`src/rtl/writeback_stage_pkg.sv`:
```
// ----------------------------------------------------------------------------
// writeback_stage_pkg
//   Shared definitions for the writeback stage: control-word bit indices,
//   access-size encodings and the halt/drain FSM state encoding.
// ----------------------------------------------------------------------------
package writeback_stage_pkg;

    // Control word layout (bit indices into control_in)
    localparam int CONTROL_BITS      = 8;
    localparam int CTL_REG_WE        = 0;
    localparam int CTL_MEM_READ      = 1;
    localparam int CTL_MEM_WE        = 2;
    localparam int CTL_LINK          = 3;
    localparam int CTL_ACCESS_SIZE_B1 = 4;
    localparam int CTL_ACCESS_SIZE_B2 = 5;
    localparam int CTL_LOAD_UNSIGNED = 6;
    localparam int CTL_HALT          = 7;

    // {ACCESS_SIZE_b1, ACCESS_SIZE_b2} encodings
    localparam logic [1:0] ACCESS_SIZE_WORD = 2'b00;
    localparam logic [1:0] ACCESS_SIZE_BYTE = 2'b01;
    localparam logic [1:0] ACCESS_SIZE_HALF = 2'b10;

    // Halt/drain FSM state encodings
    localparam logic [1:0] STATE_RUN_ENC    = 2'd0;
    localparam logic [1:0] STATE_DRAIN_ENC  = 2'd1;
    localparam logic [1:0] STATE_HALTED_ENC = 2'd2;

    typedef enum logic [1:0] {
        ST_RUN    = STATE_RUN_ENC,
        ST_DRAIN  = STATE_DRAIN_ENC,
        ST_HALTED = STATE_HALTED_ENC
    } wb_state_t;

endpackage

```
`src/rtl/writeback_stage_load_extract.sv`:
```
// ----------------------------------------------------------------------------
// load_extract
//   Purely combinational load-data formatter. Picks a byte lane out of the
//   aligned memory word and sign/zero-extends it, or passes the full word.
//   Ports:
//     i_mem_word  32  aligned word from data memory (big-endian lanes)
//     i_offset     2  byte offset within the word (effective address LSBs)
//     i_size       2  {ACCESS_SIZE_b1, ACCESS_SIZE_b2}
//     i_unsigned   1  zero-extend instead of sign-extend
//     o_result    32  formatted load value
// ----------------------------------------------------------------------------
module load_extract
    import writeback_stage_pkg::*;
(
    input  logic [31:0] i_mem_word,
    input  logic [1:0]  i_offset,
    input  logic [1:0]  i_size,
    input  logic        i_unsigned,
    output logic [31:0] o_result
);

    logic [7:0] w_byte;

    // Big-endian lanes: lane 0 is the most significant byte of the word.
    always_comb begin
        w_byte = 8'h00;
        case (i_offset)
            2'd0: w_byte = i_mem_word[31:24];
            2'd1: w_byte = i_mem_word[23:16];
            2'd2: w_byte = i_mem_word[15:8];
            2'd3: w_byte = i_mem_word[7:0];
            default: w_byte = 8'h00;
        endcase
    end

    always_comb begin
        o_result = i_mem_word;
        if (i_size == ACCESS_SIZE_BYTE) begin
            if (i_unsigned) o_result = {24'h000000, w_byte};
            else            o_result = {{24{w_byte[7]}}, w_byte};
        end
    end

endmodule

```
`src/rtl/writeback_stage.sv`:
```
// ----------------------------------------------------------------------------
// writeback_stage
//   Final pipeline stage. Selects ALU/link result or formatted load data,
//   drives the register-file write port (latency 1), exports a bypass copy
//   one cycle later (latency 2), counts retired instructions and runs the
//   halt/drain FSM that raises done at end of program.
//   Ports:
//     clk, reset                synchronous active-high reset
//     valid_in                  real instruction present (0 = bubble)
//     mem_data_in  32           word read from data memory
//     rd_data_in   32           ALU result / effective address / PC+8
//     rd_in         5           destination register
//     control_in   CONTROL_BITS control word
//     rf_we/rf_waddr/rf_wdata   register-file write port
//     byp_we/byp_rd/byp_data    previous-cycle write for WM forwarding
//     retired      RETIRE_W     retired non-bubble instruction count
//     done                      halted and drained
//
//   state  | meaning
//   RUN    | normal operation, instructions retire
//   DRAIN  | halt retired, inputs ignored, counting down DRAIN_CYCLES
//   HALTED | done=1, inputs ignored until reset
// ----------------------------------------------------------------------------
module writeback_stage
    import writeback_stage_pkg::*;
#(
    parameter int RETIRE_W     = 32,
    parameter int DRAIN_CYCLES = 2
)(
    input  logic                    clk,
    input  logic                    reset,
    input  logic                    valid_in,
    input  logic [31:0]             mem_data_in,
    input  logic [31:0]             rd_data_in,
    input  logic [4:0]              rd_in,
    input  logic [CONTROL_BITS-1:0] control_in,
    output logic                    rf_we,
    output logic [4:0]              rf_waddr,
    output logic [31:0]             rf_wdata,
    output logic                    byp_we,
    output logic [4:0]              byp_rd,
    output logic [31:0]             byp_data,
    output logic [RETIRE_W-1:0]     retired,
    output logic                    done
);

    wb_state_t           r_state;
    logic [3:0]          r_drain_cnt;
    logic                r_rf_we;
    logic [4:0]          r_rf_waddr;
    logic [31:0]         r_rf_wdata;
    logic                r_byp_we;
    logic [4:0]          r_byp_rd;
    logic [31:0]         r_byp_data;
    logic [RETIRE_W-1:0] r_retired;
    logic                r_done;

    logic [31:0] w_load_data;
    logic [31:0] w_result;
    logic        w_accept;
    logic        w_unused_ctrl;

    // MEM_WE and LINK need no action here: stores simply lack REG_WE, and
    // the link value already arrives on rd_data_in.
    assign w_unused_ctrl = ^{control_in[CTL_MEM_WE], control_in[CTL_LINK]};

    load_extract u_load_extract (
        .i_mem_word (mem_data_in),
        .i_offset   (rd_data_in[1:0]),
        .i_size     ({control_in[CTL_ACCESS_SIZE_B1], control_in[CTL_ACCESS_SIZE_B2]}),
        .i_unsigned (control_in[CTL_LOAD_UNSIGNED]),
        .o_result   (w_load_data)
    );

    assign w_result = control_in[CTL_MEM_READ] ? w_load_data : rd_data_in;
    assign w_accept = valid_in && (r_state == ST_RUN);

    always_ff @(posedge clk) begin
        if (reset) begin
            r_state     <= ST_RUN;
            r_drain_cnt <= 4'd0;
            r_rf_we     <= 1'b0;
            r_rf_waddr  <= 5'd0;
            r_rf_wdata  <= 32'd0;
            r_byp_we    <= 1'b0;
            r_byp_rd    <= 5'd0;
            r_byp_data  <= 32'd0;
            r_retired   <= '0;
            r_done      <= 1'b0;
        end else begin
            r_byp_we   <= r_rf_we;
            r_byp_rd   <= r_rf_waddr;
            r_byp_data <= r_rf_wdata;
            r_rf_we    <= 1'b0;

            case (r_state)
                ST_RUN: begin
                    // Address/data follow the input even for r0 or bubbles;
                    // only the enable is qualified.
                    r_rf_waddr <= rd_in;
                    r_rf_wdata <= w_result;
                    r_rf_we    <= w_accept && control_in[CTL_REG_WE] && (rd_in != 5'd0);
                    if (w_accept) begin
                        r_retired <= r_retired + 1'b1;
                        if (control_in[CTL_HALT]) begin
                            r_state     <= ST_DRAIN;
                            r_drain_cnt <= 4'(DRAIN_CYCLES);
                        end
                    end
                end
                ST_DRAIN: begin
                    if (r_drain_cnt <= 4'd1) begin
                        r_state <= ST_HALTED;
                        r_done  <= 1'b1;
                    end else begin
                        r_drain_cnt <= r_drain_cnt - 4'd1;
                    end
                end
                ST_HALTED: begin
                    r_done <= 1'b1;
                end
                default: begin
                    r_state <= ST_RUN;
                end
            endcase
        end
    end

    assign rf_we    = r_rf_we;
    assign rf_waddr = r_rf_waddr;
    assign rf_wdata = r_rf_wdata;
    assign byp_we   = r_byp_we;
    assign byp_rd   = r_byp_rd;
    assign byp_data = r_byp_data;
    assign retired  = r_retired;
    assign done     = r_done;

endmodule

```
`config.mk`:
```
export PLATFORM = sky130hd
export DESIGN_NAME = writeback_stage
export DESIGN_NICKNAME = d
export VERILOG_FILES = /design/src/rtl/writeback_stage_pkg.sv /design/src/rtl/writeback_stage_load_extract.sv /design/src/rtl/writeback_stage.sv
export SDC_FILE = /design/constraint.sdc
export NUM_CORES = 1
export LEC_CHECK = 0
export ABC_CLOCK_PERIOD_IN_PS = 6010
export CORE_MARGIN = 3
export CORE_UTILIZATION = 40
export CTS_CLUSTER_DIAMETER = 120
export DETAILED_ROUTE_END_ITERATION = 16
export PLACE_DENSITY = 0.73
export SKIP_LAST_GASP = 1
export SYNTH_ARGS = -nofsm -noshare
export SYNTH_HDL_FRONTEND = slang
export SYNTH_SLANG_ARGS = --single-unit
export TNS_END_PERCENT = 100
```
`constraint.sdc`:
```
create_clock -name clk -period 6.01 [get_ports clk]
set_input_delay 1.202 -clock clk [delete_from_list [all_inputs] [get_ports clk]]
set_output_delay 1.202 -clock clk [all_outputs]
set_load 0.01 [all_outputs]
```
## Yosys cells after proc, flatten, opt, wreduce, memory -nomap -nowiden

Index checks and enable logic that the tools add are counted.

| cells by class | value |
|---|---|
| $add $sub $neg | 2 |
| magnitude comparators | 1 |
| equality and inequality tests | 10 |
| multiplexer cells | 14 |
| bitwise logic cells | 2 |
| reduce and logical (&&, ||, !) cells | 13 |

Operator list:

| operator | count |
|---|---|
| $mux 32 | 3 |
| $add 32x1->32 const B | 1 |
| $pmux 8 s4 | 1 |
| $mux 4 | 3 |
| $ne 2x2->1 const B | 4 |
| $pmux 4 s2 | 1 |
| $reduce_and 4->1 | 2 |
| $eq 2x1->1 const B | 3 |
| $eq 2x2->1 const B | 3 |
| $mux 2 | 3 |
| $pmux 2 s3 | 1 |
| $reduce_bool 5->1 | 1 |
| $le 4x1->1 const B | 1 |
| $logic_not 2->1 | 2 |
| $reduce_and 2->1 | 2 |
| $reduce_bool 2->1 | 2 |
| $sub 4x1->4 const B | 1 |
| $logic_and 1x1->1 | 3 |
| $not 1->1 | 2 |
| $pmux 1 s2 | 1 |
| $reduce_or 2->1 | 1 |
| $mux 1 | 1 |

| word-level totals | value |
|---|---|
| register bits after elaboration | 115 |
| input port bits | 80 |
| output and inout bits | 109 |
| logic and storage cells | 52 |

## Depth between registers and ports, before layout

Gate-level depths: netlist of run 1.

| logic depth | value |
|---|---|
| depth after elaboration | 5 |
| mapped depth | 6 |
| mapped depth without buffers | 6 |

## By module

From an unflattened synthesis of run 1, not the netlist that was laid out.

| unflattened totals | value |
|---|---|
| cell total of the unflattened synthesis | 553 |
| area total of the unflattened synthesis | 4989.8 um^2 |

Modules (own cells, without submodules):

| module | times used | cells each | area each (um^2) | seq. area each (um^2) |
|---|---|---|---|---|
| writeback_stage | 1 | 450 | 4399.2 | 2302.2 |
| load_extract | 1 | 103 | 590.6 | 0.0 |

## Worst setup path after synthesis of run 1

OpenSTA, ideal clock, no wires.

| timing | value |
|---|---|
| path kind | in2reg |
| from | input valid_in |
| to | register r_retired[30] (netlist: retired[30]) |
| setup time | 71 ps |
| arrival | 2643 ps |
| required time | 5939 ps |
| setup slack | 3296 ps |
| cell stages on the path | 5 |
| buffers on the path | 1 |
| cells stage by stage | nand4bb_1 > or4_4 > buf_6 > or4_1 > a21oi_1 |

| on the way | value |
|---|---|
| word-level cells in the longest chain between the ends | 2 |

Ends and longest elaborated chain:

| item | line | text |
|---|---|---|
| from (decl) | writeback_stage.sv:32 | `input logic valid_in,` |
| $logic_and 1x1->1 | writeback_stage.sv:76 | `assign w_accept = valid_in && (r_state == ST_RUN);` |
| $reduce_and 2->1 (no line) | n/a |  |
| to (signal assigned) | writeback_stage.sv:104 | `r_retired <= r_retired + 1'b1;` |
| to (decl) | writeback_stage.sv:55 | `logic [RETIRE_W-1:0] r_retired;` |

Every way passes these cells.
A chain may end at the register's enable or synchronous reset.

## Worst setup path in the final report of run 1

| timing | value |
|---|---|
| from | input valid_in |
| to | register r_retired[31] (netlist: retired[31]) |

The elaborated chain is that of the path after synthesis.

==> flow_metrics.py, run 1 <==
metrics = {
    "clocking": {
        "cts-hold-fix-buffers": 0,
        "number_of_sinks_driven_by_the_clock_tree": 115,
        "tritoncts.num_buffers": 17,
        "cts_tree": "yes",
        "maximum_clock_path_buffer_count": 2,
        "htree_levels": 4,
        "worstSkewPairLatency_ps": 410,
        "clock_tree.root_cell": "clkbuf_16",
        "post_cts_buffers": 0,
        "clkSlewWorstSetupHoldPaths_ps": 50,
        "cts_resized": 0,
    },
    "finish": {
        "post_route_cells_drive_above_1_share": 0.0575,
        "final-seq-area_um2": 2300,
        "multi_input_comb_area_um2": 2140,
        "highest_count_cells_in_the_layout_ignoring_fill_and_taps": "clkdlybuf4s50_1, dfxtp_1, o21ai_0, nand2_1, a21oi_1",
        "fin_nets": 783,
        "num_antenna_cells": 0,
        "layout.filler_cells": 929,
        "commonest_non_fill_non_tap_cell_in_the_layout": "clkdlybuf4s50_1",
        "area_growth_syn_to_layout_pct": 55.4,
    },
    "critical_path": {
        "timing_worst_setup_path_type": "input pin to register",
        "cp_data_required_time_ps": 6350,
        "crit_path_end_kind": "register",
        "reg2reg_to": "retired[31]$_SDFFE_PP0P_",
        "worstRegToRegCells": 4,
        "timing.rr.start": "r_state[1]$_SDFFE_PP0P_",
        "regToRegSetupSlack_ps": 3520,
        "setup.worst_path.start_class": "input pin",
        "crit_arrival_ps": 3790,
        "crit_path_max_fanout": 16,
    },
    "grt": {
        "grt_pass1_wl_um": 22900,
        "grt_overflow": 0,
        "grt_max_degree": 62,
        "grt_pass1_vias": 4553,
        "grt_antenna_before_repair": 0,
        "globalRouteTotalUtil": 0.225,
    },
    "pwr": {
        "power_density_nw_per_um2": 306,
        "total_leakage_power_nw": 2.53,
        "vdd_drop_max_mv": 0.200,
    },
    "synth": {
        "ys_seq_elements": 115,
        "number_of_warning_messages_in_the_yosys_log": 0,
        "synth.cell_area_um2": 4620,
        "synth_area_per_cell_um2": 8.78,
        "postSynthCellCount": 526,
        "synth_ff_type": "dfxtp_1",
        "yosysUniqueCellTypes": 38,
        "async_reset_ff_frac": 0,
        "synth_edf_count": 0,
        "synth_fp_nets": 609,
        "sequential_area_share_after_synthesis": 0.499,
    },
    "route": {
        "drt_drc_violations_left": 0,
        "post_drt_via_cell_ratio": 5.42,
        "drt_wl_total_um": 14600,
        "met1_length_um": 5910,
        "drt-initial-drc-count": 319,
        "drt.antenna.violating_nets": 0,
        "wl_met2_um": 7080,
        "dr_wl_met3_um": 1370,
        "dr_total_vias": 4619,
        "routed.top_layer": "met4",
        "avg_wl_per_cell_um": 17.1,
        "detailedRoute.firstPassIterationCount": 5,
    },
    "timing": {
        "fmaxAchievable_ghz": 0.290,
        "fin_worst_skew_ps": 7.74,
        "slew_violations": 0,
        "setup-violations-final": 0,
        "fin_setup_tns_ps": 0,
        "fin_hold_ws_ps": 469,
        "clock_period_minus_worst_slack_ps": 3450,
        "worst_relative_slew_slack": 0.230,
        "unrepaired_setup_endpoints_after_global_routing": "false",
        "timing.final.crit_share": 0.573,
        "tightest_slew_ps": 1150,
        "timing_hold_violations_final": 0,
    },
    "min_path": {
        "hold_path.class": "register to register",
        "hp-start": "rf_waddr[4]$_SDFFE_PP0N_",
        "holdPathEnd": "rf_waddr[4]$_SDFFE_PP0N_",
        "worstHoldPathCells": 2,
    },
    "die": {
        "initial_core_util": 0.417,
        "die_h_um": 113,
        "die_x_um": 113,
        "placeableCoreArea_um2": 11100,
        "die_area_um2": 12900,
        "placementRows": 38,
        "boundaryPins": 189,
    },
    "placed_design": {
        "portBuffers": 186,
        "place_congestion": 0.846,
        "place_hpwl_um": 10500,
    },
    "run": {
        "cap_violations": 0,
    },
    "run_status": {
        "run_status": "finished, final reports clean",
    },
}
-- kinds of logic after synthesis --
logic type / synth area share
mux: 0.0201
compound gates: 0.205
flops: 0.499
buf+inv: 0.0382
xor+xnor: 0.0190
simple gates: 0.211
fa+ha+maj: 0.00813
-- critical path, cell delays in order --
cell	delay, ps
clkdlybuf4s50_1	550
nand4bb_1	440
or4_1	900
or4_1	540
a21oi_1	140
-- per-layer routing --
metal | up-vias | GRT usage
li1 | 2240 | -
met1 | 2184 | 0.257
met2 | 182 | 0.373
met3 | 13 | 0.107
met4 | 0 | 0.0689
met5 | - | 0
-- layout make-up --
cell class	count	area share
inverter	10	0.00523
clock buffer	19	0.0631
multi-input combinational	366	0.298
timing repair buffer	190	0.263
clock inverter	13	0.0253
tap	140	0.0244
sequential	115	0.321
-- stage by stage --
step / utilization / std cells / worst slack (ps) / cell area [um2] / total power, W
global route: 0.648 / 853 / 2410 / 7170 / 0.00228
CTS: 0.648 / 853 / 2620 / 7170 / 0.00221
detailed placement: 0.590 / 821 / 2190 / 6540 / 0.00114
finish: 0.648 / 853 / 2560 / 7170 / 0.00220
global placement: 0.590 / 821 / 2250 / 6540 / 0.00113
floorplan: - / 526 / 3300 / 4620 / 0.000961
-- synth_stat cells, types with 9 or more instances --
cell	count	area [um2]
clkbuf_1	31	116
or3_1	10	62.6
nor2b_1	41	257
o21ai_0	65	325
or4_1	17	128
dfxtp_1	115	2300
nand2_1	59	221
nand3_1	11	55.1
o31ai_1	21	158
inv_1	9	33.8
nor2_1	15	56.3
a21oi_1	56	280
-- how the worst max path moves through the flow --
stage	from	to	slack (ps)	cells after the start
6_report	valid_in	retired[31]$_SDFFE_PP0P_	2560	5
5_1_grt	valid_in	retired[31]$_SDFFE_PP0P_	2410	5
2_1_floorplan	valid_in	retired[30]$_SDFFE_PP0P_	3300	5
3_3_place_gp	valid_in	retired[31]$_SDFFE_PP0P_	2250	5
3_5_place_dp	valid_in	retired[31]$_SDFFE_PP0P_	2190	5
4_1_cts	valid_in	retired[31]$_SDFFE_PP0P_	2620	5
-- registers in the layout (all words and copies together) (netlist names) --
register and count:
retired 32, r_drain_cnt 4, rf_waddr 5, rf_wdata 32
byp_we 1, done 1, rf_we 1, r_state 2
byp_data 32, byp_rd 5
-- power breakdown --
group / leakage, nW / total, W / internal (W) / switching [W]
Clock: 0.309 / 0.00107 / 0.000714 / 0.000357
Combinational: 1.28 / 0.000285 / 0.000158 / 0.000128
Sequential: 0.943 / 0.000838 / 0.000810 / 0.0000278
Total: 2.53 / 0.00220 / 0.00168 / 0.000513
Power figures use the tool's default switching activity.
==> run 2: changes to the inputs <==
--- a/config.mk
+++ b/config.mk
@@ -5,7 +5,7 @@
 export SDC_FILE = /design/constraint.sdc
 export NUM_CORES = 1
 export LEC_CHECK = 0
-export ABC_CLOCK_PERIOD_IN_PS = 6010
+export ABC_CLOCK_PERIOD_IN_PS = 3400
 export CORE_MARGIN = 3
 export CORE_UTILIZATION = 40
 export CTS_CLUSTER_DIAMETER = 120
==> constraint.sdc (replaced) <==
create_clock -name clk -period 3.4 [get_ports clk]
set_input_delay 0.68 -clock clk [delete_from_list [all_inputs] [get_ports clk]]
set_output_delay 0.68 -clock clk [all_outputs]
set_load 0.01 [all_outputs]
==> run 2 against run 1 <==
Compared with the run above:
- wire length shrank 0.38%
- final area increased by 1.3%
- sequential power rose by 77%
- clock-buffer cell count up 3
- first-iteration DRC count down 0.94%
- sequential cell count is the same
- clock skew increased by 2.6 ps
- die area unchanged
- hold slack improved by 3.9 ps
- non-clock buffer count increased by 6
- critical path depth increased by 1
- clock power grew 92%
- largest cell class unchanged
==> flow_metrics.py, run 2 (synthesis gave the netlist of run 1 again) <==
metrics = {
    "route": {
        "avg_wl_per_cell_um": 16.9,
        "post_drt_via_cell_ratio": 5.27,
        "drt.antenna.violating_nets": 0,
        "drt_drc_violations_left": 0,
        "detailedRoute.firstPassIterationCount": 4,
        "dr_total_vias": 4527,
        "drt_wl_total_um": 14500,
        "drt-initial-drc-count": 316,
    },
    "timing": {
        "setup-violations-final": 0,
        "fmaxAchievable_ghz": 0.376,
        "clock_period_minus_worst_slack_ps": 2660,
        "timing.final.crit_share": 0.781,
        "fin_worst_skew_ps": 10.3,
        "slew_violations": 0,
        "fin_setup_tns_ps": 0,
        "unrepaired_setup_endpoints_after_global_routing": "false",
        "timing_hold_violations_final": 0,
        "tightest_slew_ps": 786,
        "worst_relative_slew_slack": 0.475,
    },
    "placed_design": {
        "portBuffers": 186,
        "post-place-cells": 827,
        "place_congestion": 0.865,
        "placed_cell_area_um2": 6580,
        "place_hpwl_um": 10700,
    },
    "clocking": {
        "maximum_clock_path_buffer_count": 2,
        "cts_tree": "yes",
        "post_cts_buffers": 0,
        "cts-hold-fix-buffers": 0,
        "worstSkewPairLatency_ps": 410,
        "clock_tree.root_cell": "clkbuf_16",
        "number_of_sinks_driven_by_the_clock_tree": 115,
        "htree_levels": 4,
        "clkSlewWorstSetupHoldPaths_ps": 50,
        "cts_resized": 0,
        "tritoncts.num_buffers": 17,
    },
    "die": {
        "placeableCoreArea_um2": 11100,
        "boundaryPins": 189,
        "die_h_um": 113,
        "die_x_um": 113,
        "initial_core_util": 0.417,
        "placementRows": 38,
        "die_area_um2": 12900,
    },
    "pwr": {
        "vdd_drop_max_mv": 0.574,
        "total_leakage_power_nw": 2.59,
        "power_density_nw_per_um2": 555,
    },
    "grt": {
        "grt_pass1_wl_um": 23000,
        "grt_overflow": 0,
        "grt_antenna_before_repair": 0,
        "grt_pass1_vias": 4573,
        "globalRouteTotalUtil": 0.226,
        "grt_max_degree": 42,
    },
    "run_status": {
        "run_status": "finished, final reports clean",
    },
    "min_path": {
        "hold_path.class": "register to register",
        "worstHoldPathCells": 2,
    },
    "finish": {
        "final-instance-count-excl-fill": 859,
        "commonest_non_fill_non_tap_cell_in_the_layout": "clkdlybuf4s50_1",
        "area_growth_syn_to_layout_pct": 57.5,
        "num_antenna_cells": 0,
        "fin_nets": 789,
        "post_route_cells_drive_above_1_share": 0.0640,
        "highest_count_cells_in_the_layout_ignoring_fill_and_taps": "clkdlybuf4s50_1, dfxtp_1, o21ai_0, nand2_1, a21oi_1",
        "layout.cell_area.non_filler_um2": 7270,
    },
    "critical_path": {
        "worstRegToRegCells": 4,
        "cp_data_required_time_ps": 3730,
        "timing_worst_setup_path_type": "input pin to register",
        "crit_path_max_fanout": 15,
        "setup.worst_path.start_class": "input pin",
        "crit_path_end_kind": "register",
        "crit_arrival_ps": 2990,
    },
    "run": {
        "cap_violations": 0,
    },
}
[run 2: final timing paths]
kind,startpoint,to,slack (ps)
hold reg to reg,rf_waddr[1]$_SDFFE_PP0N_,rf_waddr[1]$_SDFFE_PP0N_,470
hold / removal,rf_waddr[1]$_SDFFE_PP0N_,rf_waddr[1]$_SDFFE_PP0N_,470
setup / recovery,valid_in,retired[26]$_SDFFE_PP0P_,740
setup reg to reg,retired[12]$_SDFFE_PP0P_,retired[29]$_SDFFE_PP0P_,1150
[run 2: layout make-up]
| type | count | area [um2] |
|---|---|---|
| Fill cell | 882 | 3810 |
| Sequential cell | 115 | 2300 |
| Multi-Input combinational cell | 366 | 2140 |
| Timing Repair Buffer | 196 | 1930 |
| Clock buffer | 22 | 484 |
| Clock inverter | 10 | 200 |
| Tap cell | 140 | 175 |
| Inverter | 10 | 37.5 |
[run 2: report_power, final]
part	switching, W	total [W]	internal (W)
Combinational	0.000222	0.000505	0.000283
Sequential	0.0000498	0.00148	0.00143
Clock	0.000600	0.00205	0.00145
Total	0.000872	0.00403	0.00316
[run 2: layer usage]
layer | vias to the layer above | wire, um | global-route usage
met5 | - | 0 | 0
met4 | 0 | 159 | 0.0681
met3 | 10 | 1450 | 0.103
met2 | 165 | 7160 | 0.376
met1 | 2107 | 5740 | 0.262
li1 | 2245 | - | -
[run 2: per-stage QoR]
stage	util	power, W	hold slack (ps)	worst slack, ps
after global routing	0.656	0.00417	490	646
final	0.656	0.00403	473	743
after floorplan	-	0.00170	484	1210
after global placement	0.594	0.00201	451	405
after detailed placement	0.594	0.00202	464	321
after CTS	0.656	0.00407	474	766
[run 2: worst max-delay path: stages]
cell,delay [ps]
clkdlybuf4s50_1,540
nand4bb_1,200
buf_4,220
or4_4,640
or4_1,550
a21oi_1,150
